===== config.mk =====
export PLATFORM = sky130hd
export DESIGN_NAME = puf_response_collector
export DESIGN_NICKNAME = d
export VERILOG_FILES = /design/src/rtl/puf_response_collector.sv
export SDC_FILE = /design/constraint.sdc
export NUM_CORES = 1
export LEC_CHECK = 0
export CAP_MARGIN = 20
export CORE_ASPECT_RATIO = 1.75
export CORE_MARGIN = 2
export CORE_UTILIZATION = 60
export CTS_BUF_LIST = sky130_fd_sc_hd__clkbuf_16
export DETAILED_ROUTE_END_ITERATION = 8
export DONT_BUFFER_PORTS = 1
export PLACE_DENSITY = 0.87
export RECOVER_POWER = 25
export SYNTH_ARGS = -nofsm -noshare
export SYNTH_HDL_FRONTEND = slang
export SYNTH_SLANG_ARGS = --single-unit
export TNS_END_PERCENT = 50

===== constraint.sdc =====
create_clock -name clk -period 3.5 [get_ports clk]
set_clock_uncertainty 0.15 [all_clocks]
set_input_delay 0.175 -clock clk [delete_from_list [all_inputs] [get_ports clk]]
set_output_delay 0.175 -clock clk [all_outputs]
set_load 0.03 [all_outputs]

===== src/rtl/puf_response_collector.sv =====
// puf_response_collector
// Drives the reset/trigger sequence of a 16-bit arbiter-PUF array NUM_EVAL
// times per challenge. It synchronises and counts the arbiter outputs, then
// returns a majority-voted response together with a per-bit instability mask.
module puf_response_collector #(
    parameter int NUM_EVAL      = 8,
    parameter int ARM_CYCLES    = 4,
    parameter int SETTLE_CYCLES = 16
) (
    input  logic         clk,
    input  logic         reset_n,
    input  logic         chal_valid,
    output logic         chal_ready,
    input  logic [127:0] chal_data,
    input  logic [15:0]  ex_a,
    input  logic [15:0]  ex_b,
    output logic [127:0] puf_challenge,
    output logic [15:0]  puf_a,
    output logic [15:0]  puf_b,
    output logic         puf_trigger,
    output logic         puf_reset,
    input  logic [15:0]  puf_response,
    output logic         resp_valid,
    input  logic         resp_ready,
    output logic [15:0]  resp_data,
    output logic [15:0]  resp_unstable
);

    localparam int CW = $clog2(NUM_EVAL + 1);

    localparam logic [7:0]    ARM_LAST  = 8'(ARM_CYCLES - 1);
    localparam logic [7:0]    FIRE_LAST = 8'(SETTLE_CYCLES + 1);
    localparam logic [CW-1:0] N_CNT     = CW'(NUM_EVAL);
    localparam logic [CW:0]   N_DBL     = (CW + 1)'(NUM_EVAL);

    typedef enum logic [1:0] {IDLE, ARM, FIRE, DONE} state_t;

    state_t        state;
    logic [15:0]   sync_meta;
    logic [15:0]   sync_resp;
    logic [CW-1:0] cnt [16];
    logic [7:0]    eval_cnt;
    logic [7:0]    phase_cnt;
    logic [15:0]   vote_data;
    logic [15:0]   vote_unstable;
    logic          last_eval;

    // The evaluation finishing now is the last one of the job.
    assign last_eval = ({1'b0, eval_cnt} + 9'd1) >= 9'(NUM_EVAL);

    // Two-flop synchroniser on the asynchronous arbiter outputs, free running.
    // NOTE: clocked state always uses non-blocking assignments so every flop
    // samples the pre-edge value of every other flop.
    always_ff @(posedge clk or negedge reset_n) begin
        if (!reset_n) begin
            sync_meta <= '0;
            sync_resp <= '0;
        end else begin
            sync_meta <= puf_response;
            sync_resp <= sync_meta;
        end
    end

    // Majority vote and disagreement mask derived from the per-bit counters.
    // NOTE: every combinational output gets a default first, so no path can
    // leave it unassigned and infer a latch.
    always_comb begin
        vote_data     = '0;
        vote_unstable = '0;
        for (int i = 0; i < 16; i++) begin
            vote_data[i]     = {cnt[i], 1'b0} > N_DBL;
            vote_unstable[i] = (cnt[i] != '0) && (cnt[i] != N_CNT);
        end
    end

    // Job sequencer: handshakes, arm/fire timing, vote counting and result.
    // NOTE: the vote counters are a small register array rather than RAM, so
    // they take the asynchronous reset like any other state.
    always_ff @(posedge clk or negedge reset_n) begin
        if (!reset_n) begin
            state         <= IDLE;
            chal_ready    <= 1'b1;
            puf_reset     <= 1'b1;
            puf_trigger   <= 1'b0;
            puf_challenge <= '0;
            puf_a         <= '0;
            puf_b         <= '0;
            resp_valid    <= 1'b0;
            resp_data     <= '0;
            resp_unstable <= '0;
            eval_cnt      <= '0;
            phase_cnt     <= '0;
            for (int i = 0; i < 16; i++) cnt[i] <= '0;
        end else begin
            case (state)
                IDLE: begin
                    if (chal_valid && chal_ready) begin
                        puf_challenge <= chal_data;
                        puf_a         <= ex_a;
                        puf_b         <= ex_b;
                        eval_cnt      <= '0;
                        phase_cnt     <= '0;
                        chal_ready    <= 1'b0;
                        for (int i = 0; i < 16; i++) cnt[i] <= '0;
                        state         <= ARM;
                    end
                end
                ARM: begin
                    if (phase_cnt == ARM_LAST) begin
                        phase_cnt   <= '0;
                        puf_reset   <= 1'b0;
                        puf_trigger <= 1'b1;
                        state       <= FIRE;
                    end else begin
                        phase_cnt <= phase_cnt + 8'd1;
                    end
                end
                FIRE: begin
                    if (phase_cnt == FIRE_LAST) begin
                        for (int i = 0; i < 16; i++) begin
                            if (cnt[i] != N_CNT) cnt[i] <= cnt[i] + CW'(sync_resp[i]);
                        end
                        eval_cnt    <= eval_cnt + 8'd1;
                        phase_cnt   <= '0;
                        puf_trigger <= 1'b0;
                        puf_reset   <= 1'b1;
                        state       <= last_eval ? DONE : ARM;
                    end else begin
                        phase_cnt <= phase_cnt + 8'd1;
                    end
                end
                DONE: begin
                    if (!resp_valid) begin
                        resp_data     <= vote_data;
                        resp_unstable <= vote_unstable;
                        resp_valid    <= 1'b1;
                    end else if (resp_ready) begin
                        resp_valid <= 1'b0;
                        chal_ready <= 1'b1;
                        state      <= IDLE;
                    end
                end
                default: state <= IDLE;
            endcase
        end
    end

endmodule


; Yosys cells after proc, flatten, opt, wreduce, memory -nomap -nowiden
; Index checks and enable logic that the tools add are counted.
[classes]
n_addsub = 19
n_mul = 0
div = 0
order_cmp = 17
eq_ne = 42
shifts = 0
n_mux = 44
bitwise = 1
n_reduce_logical = 61
[op_table]
columns = operator, count
row1 = $mux W64, 2
row2 = $pmux W64 S2, 1
row3 = $gt A5 B4 Y1 const B, 16
row4 = $reduce_and A4 Y1, 17
row5 = $add A4 B1 Y4, 16
row6 = $mux W4, 16
row7 = $ne A4 B4 Y1 const B, 16
row8 = $reduce_bool A4 Y1, 16
row9 = $ne A2 B2 Y1 const B, 21
row10 = $mux W8, 4
row11 = $pmux W8 S3, 1
row12 = $logic_and A1 B1 Y1, 17
row13 = $add A8 B1 Y8 const B, 2
row14 = $pmux W8 S2, 1
row15 = $mux W2, 6
row16 = $add A8 B1 Y9 const B, 1
row17 = $ge A9 B4 Y1 const B, 1
row18 = $mux W1, 9
row19 = $eq A8 B2 Y1 const B, 1
row20 = $eq A8 B5 Y1 const B, 1
row21 = $pmux W2 S4, 1
row22 = $pmux W1 S2, 3
row23 = $reduce_and A2 Y1, 3
row24 = $reduce_and A3 Y1, 2
row25 = other kinds (7), 10
[totals]
reg_bits = 310
latchBits = 0
ram_bits = 0
mem_bits_ro = 0
out_inout_bits = 196
n_memories = 0

; Logic depth before layout (Yosys ltp)
[depth]
ltp_word = 5
ltp_mapped = 9
ltp_nobuf = 6

; Least setup slack after synthesis
; Ideal clock, no wire load.
[synth_timing]
path_kind = flip-flop to flip-flop
from = reg state[0]
to = reg cnt[47] (netlist bit)
setup_time_ns = 0.078
arrival_ns = 1.912
required_time_ns = 3.272
setup_slack_ns = 1.360
stages_incl_launch_ff = 10
path_buffers = 3
path_cell_list = dfrtp_1 inv_1 ha_1 and3_1 buf_2 a21oi_1 buf_2 clkbuf_1 o31ai_1 a21boi_1
[synth_via]
elab_chain_cells = 3
[synth_rtl]
columns = item, line_no
row1 = start: declaration, 38  ; state_t state;
row2 = start signal: assignment, 127  ; state <= last_eval ? DONE : ARM;
row3 = $eq A2 B2 Y1 or $logic_not A2 Y1 (tied branches), 95  ; case (state)
row4 = $ne A2 B2 Y1 (no source line) or $reduce_bool A2 Y1 (tied branches), -
row5 = $reduce_and A4 Y1 (no source line), -
row6 = end: declaration, 41  ; logic [CW-1:0] cnt [16];
; Several ways; a longest one is shown, not always the timed one.
; A chain may end at the register's enable or synchronous reset.

; Final worst setup path
[layout_timing]
from = reg state[0]
to = reg cnt[51] (netlist bit)
; The elaborated chain is that of the path after synthesis.

==> run summary <==
Peak VDD IR: 390 µV
CTS resizes: 0
Hold Crit Class: in2async
Final worst path period share: 74.5%
Worst-Margin Slew: 1.06 ns
Overall power: 7.11 mW
Max Freq: 0.384 GHz
P&R area growth vs syn: 22.9%
Comb power frac: 2.6%
Share of layout cells above drive strength 1: 6.68%
Mapped Nets: 1,595
Port Buffers: 0
DIE WIDTH: 116 µm
Mapped Cells: 1,375
CTS Sinks: 310
Clk buf depth: 3
Register bit count reported by yosys: 310
GRT Util Overall: 33.6%
Max-slew violation count: 0
Crit end category: flop
Via density: 6.11
Hold Fails Final Rpt: 310
Total die area: 0.0232 mm²
Clock Pin Slew Worst Setup and Hold Paths: 0.07 ns
Violated checks: negative hold slack
Final GP Congestion: 0.836
CP Max Fanout: 36
Clock buffer count from CTS: 27
Clock Latency Late Sink: 0.55 ns
Initial DRC count: 934
Hold-fix buffers, CTS: 179
DRC viols: 0
Vias in the first global route: 11.6k
Gr busiest metal: met2
Syn Std Cell Area: 0.0131 mm²
Initial antenna violation count: 4
Root Buffer: clkbuf_16
Slew margin rel.: 29.4%
Syn Area/Cell: 9.56 µm²
Worst setup SP type: flop
Int Pwr: 5.68 mW
Setup violators final: 0
Post-DR wirelength/cell: 21.4 µm
TritonCTS clock tree: yes
Die height: 200 µm
Met3 Use GR: 9.42%
WS Path Type: reg2reg
Total grt overflow: 0
DRT Pass-1 Iters: 6
Net switching power: 1.43 mW
Grt met2 use: 54.8%
CTS H-tree lvls: 1
Switching share of power: 20.0%
Worst Path Arrival: 2.92 ns
Routed WL: 39,300 µm
Met1 GRT Util: 38.1%
Register area share after synthesis: 59.0%
Nets: 1,743
First-pass GRT wire length: 60,500 µm
Hpwl dp: 22,400 µm
PwrDens: 440 mW/mm²
Ys async rst share: 100%
Main synth FF type: dfrtp_1
Period minus WS final: 2.61 ns
Cell variety after synth: 53
Core Area: 0.0215 mm²
Number of I/O pins: 376
Sequential Power Share: 50.7%
Yosys warns: 0
Post-synth EDFFs: 0
Max cap viols: 0
Leak: 7.97 nW
Req. time, crit path: 3.82 ns
Pre-CTS setup slack: 0.959 ns
Status: finished, violations left
Final worst setup slack: 0.894 ns
WHS: -0.812 ns
Post-DRT Antenna Nets: 0
RSZ-0062 raised after global routing: no
Starting density of the core: 61.2%
Row count: 71
Clk pwr share: 46.7%
Detailed-route via count: 11.2k
Largest net degree at the start of global routing: 311
Setup_tns: 0 ns
==> timing repair <==
item,in CTS,in global routing
endpoints found under the hold margin,499,310
setup endpoints to repair,0,0
buffers inserted,0,0
==> sequential cells by signal, indices dropped and copies added, names as in the netlist <==
register,count
puf_reset,1
state,2
phase_cnt,8
resp_unstable,16
puf_challenge,128
resp_valid,1
chal_ready,1
puf_b,16
cnt,64
puf_a,16
sync_resp,16
puf_trigger,1
resp_data,16
sync_meta,16
eval_cnt,8
==> metal layers <==
metal | vias up | wire length, µm
met2 | 721 | 19300
met5 | - | 0
met1 | 5346 | 13200
li1 | 4955 | -
met4 | 0 | 2940
met3 | 211 | 3830
==> worst paths after layout <==
check | startpoint | endpoint | slack, ns | cells after the start
worst max register to register | state[0] | cnt[51] | 0.89 | 8
worst min-delay path | reset_n | resp_unstable[7] | -0.81 | 0
min in group clk | puf_response[0] | sync_meta[0] | 0.03 | 1
worst min register to register | sync_meta[10] | sync_resp[10] | 0.20 | 0
max in group asynchronous | reset_n | puf_reset | 3.55 | 0
worst max-delay path | state[0] | cnt[51] | 0.89 | 8
==> critical path, cell delays in order, from the launching register on <==
cell	delay, ns
dfrtp_1	0.44
inv_1	0.10
ha_1	0.23
inv_2	0.09
buf_4	0.39
a21oi_4	0.12
buf_4	0.28
or4_1	0.50
a21boi_1	0.19
==> power groups by stage <==
stage	sequential, mW	combinational, mW	clock, mW
floorplan	3.67	0.00605	0
global placement	3.68	0.00672	0
detailed placement	3.68	0.00756	0
CTS	3.61	0.173	3.33
global route	3.61	0.191	3.49
finish	3.61	0.183	3.32
==> cell type report <==
class	instances	area [µm²]
Tap cell	292	365
Clock inverter	21	310
Clock buffer	27	676
Timing Repair Buffer	192	1900
Inverter	10	37.5
Antenna cell	5	12.5
Multi-Input combinational cell	982	5090
Sequential cell	310	7760
Fill cell	1305	5340
==> cell usage in the layout, fill, tap and decap left out, types with 5 or more instances in the layout <==
cell type	count
o21a_1	5
nand3_1	23
a21boi_1	17
ha_1	40
o2111ai_1	6
o31ai_1	17
bufinv_16	7
or2_2	13
a21oi_1	13
or4b_2	16
diode_2	5
dlygate4sd3_1	179
o21ai_1	34
dfrtp_1	308
nand2_1	581
nor3_1	6
clkbuf_16	27
nor2_1	22
or4_1	17
inv_1	9
buf_4	12
a32oi_1	32
o21ai_0	56
a31oi_1	37
==> cell families after synthesis <==
family	share of synthesized area [%]
DFF	59.0
xor gates and xnor gates	0.0666
adders and majority gates	3.81
AOI/OAI and AO/OA	11.8
and+or+nand+nor	22.4
muxes	0.324
buffers and inverters	2.58
==> cell usage after synthesis (all sizes together) (15+ instances only) <==
library cell | n | area (µm²)
ha | 40 | 500
a21boi | 17 | 128
clkbuf | 60 | 225
dfrtp | 308 | 7710
a21oi | 15 | 78.8
nor2 | 22 | 82.6
a31oi | 37 | 231
nand2 | 581 | 2180
nand3 | 24 | 120
o21ai | 91 | 459
o31ai | 17 | 128
or4 | 17 | 128
or4b | 17 | 170
a32oi | 32 | 280
==> through the flow <==
| stage | cell area [µm²] | instances | utilization [%] |
|---|---|---|---|
| floorplan | 13100 | 1375 | - |
| global placement | 13400 | 1607 | 62.2 |
| CTS | 16100 | 1834 | 75.1 |
| finish | 16200 | 1839 | 75.2 |
| global route | 16200 | 1838 | 75.1 |
| detailed placement | 13400 | 1607 | 62.2 |
No activity file was read; power rests on OpenSTA's default activity.
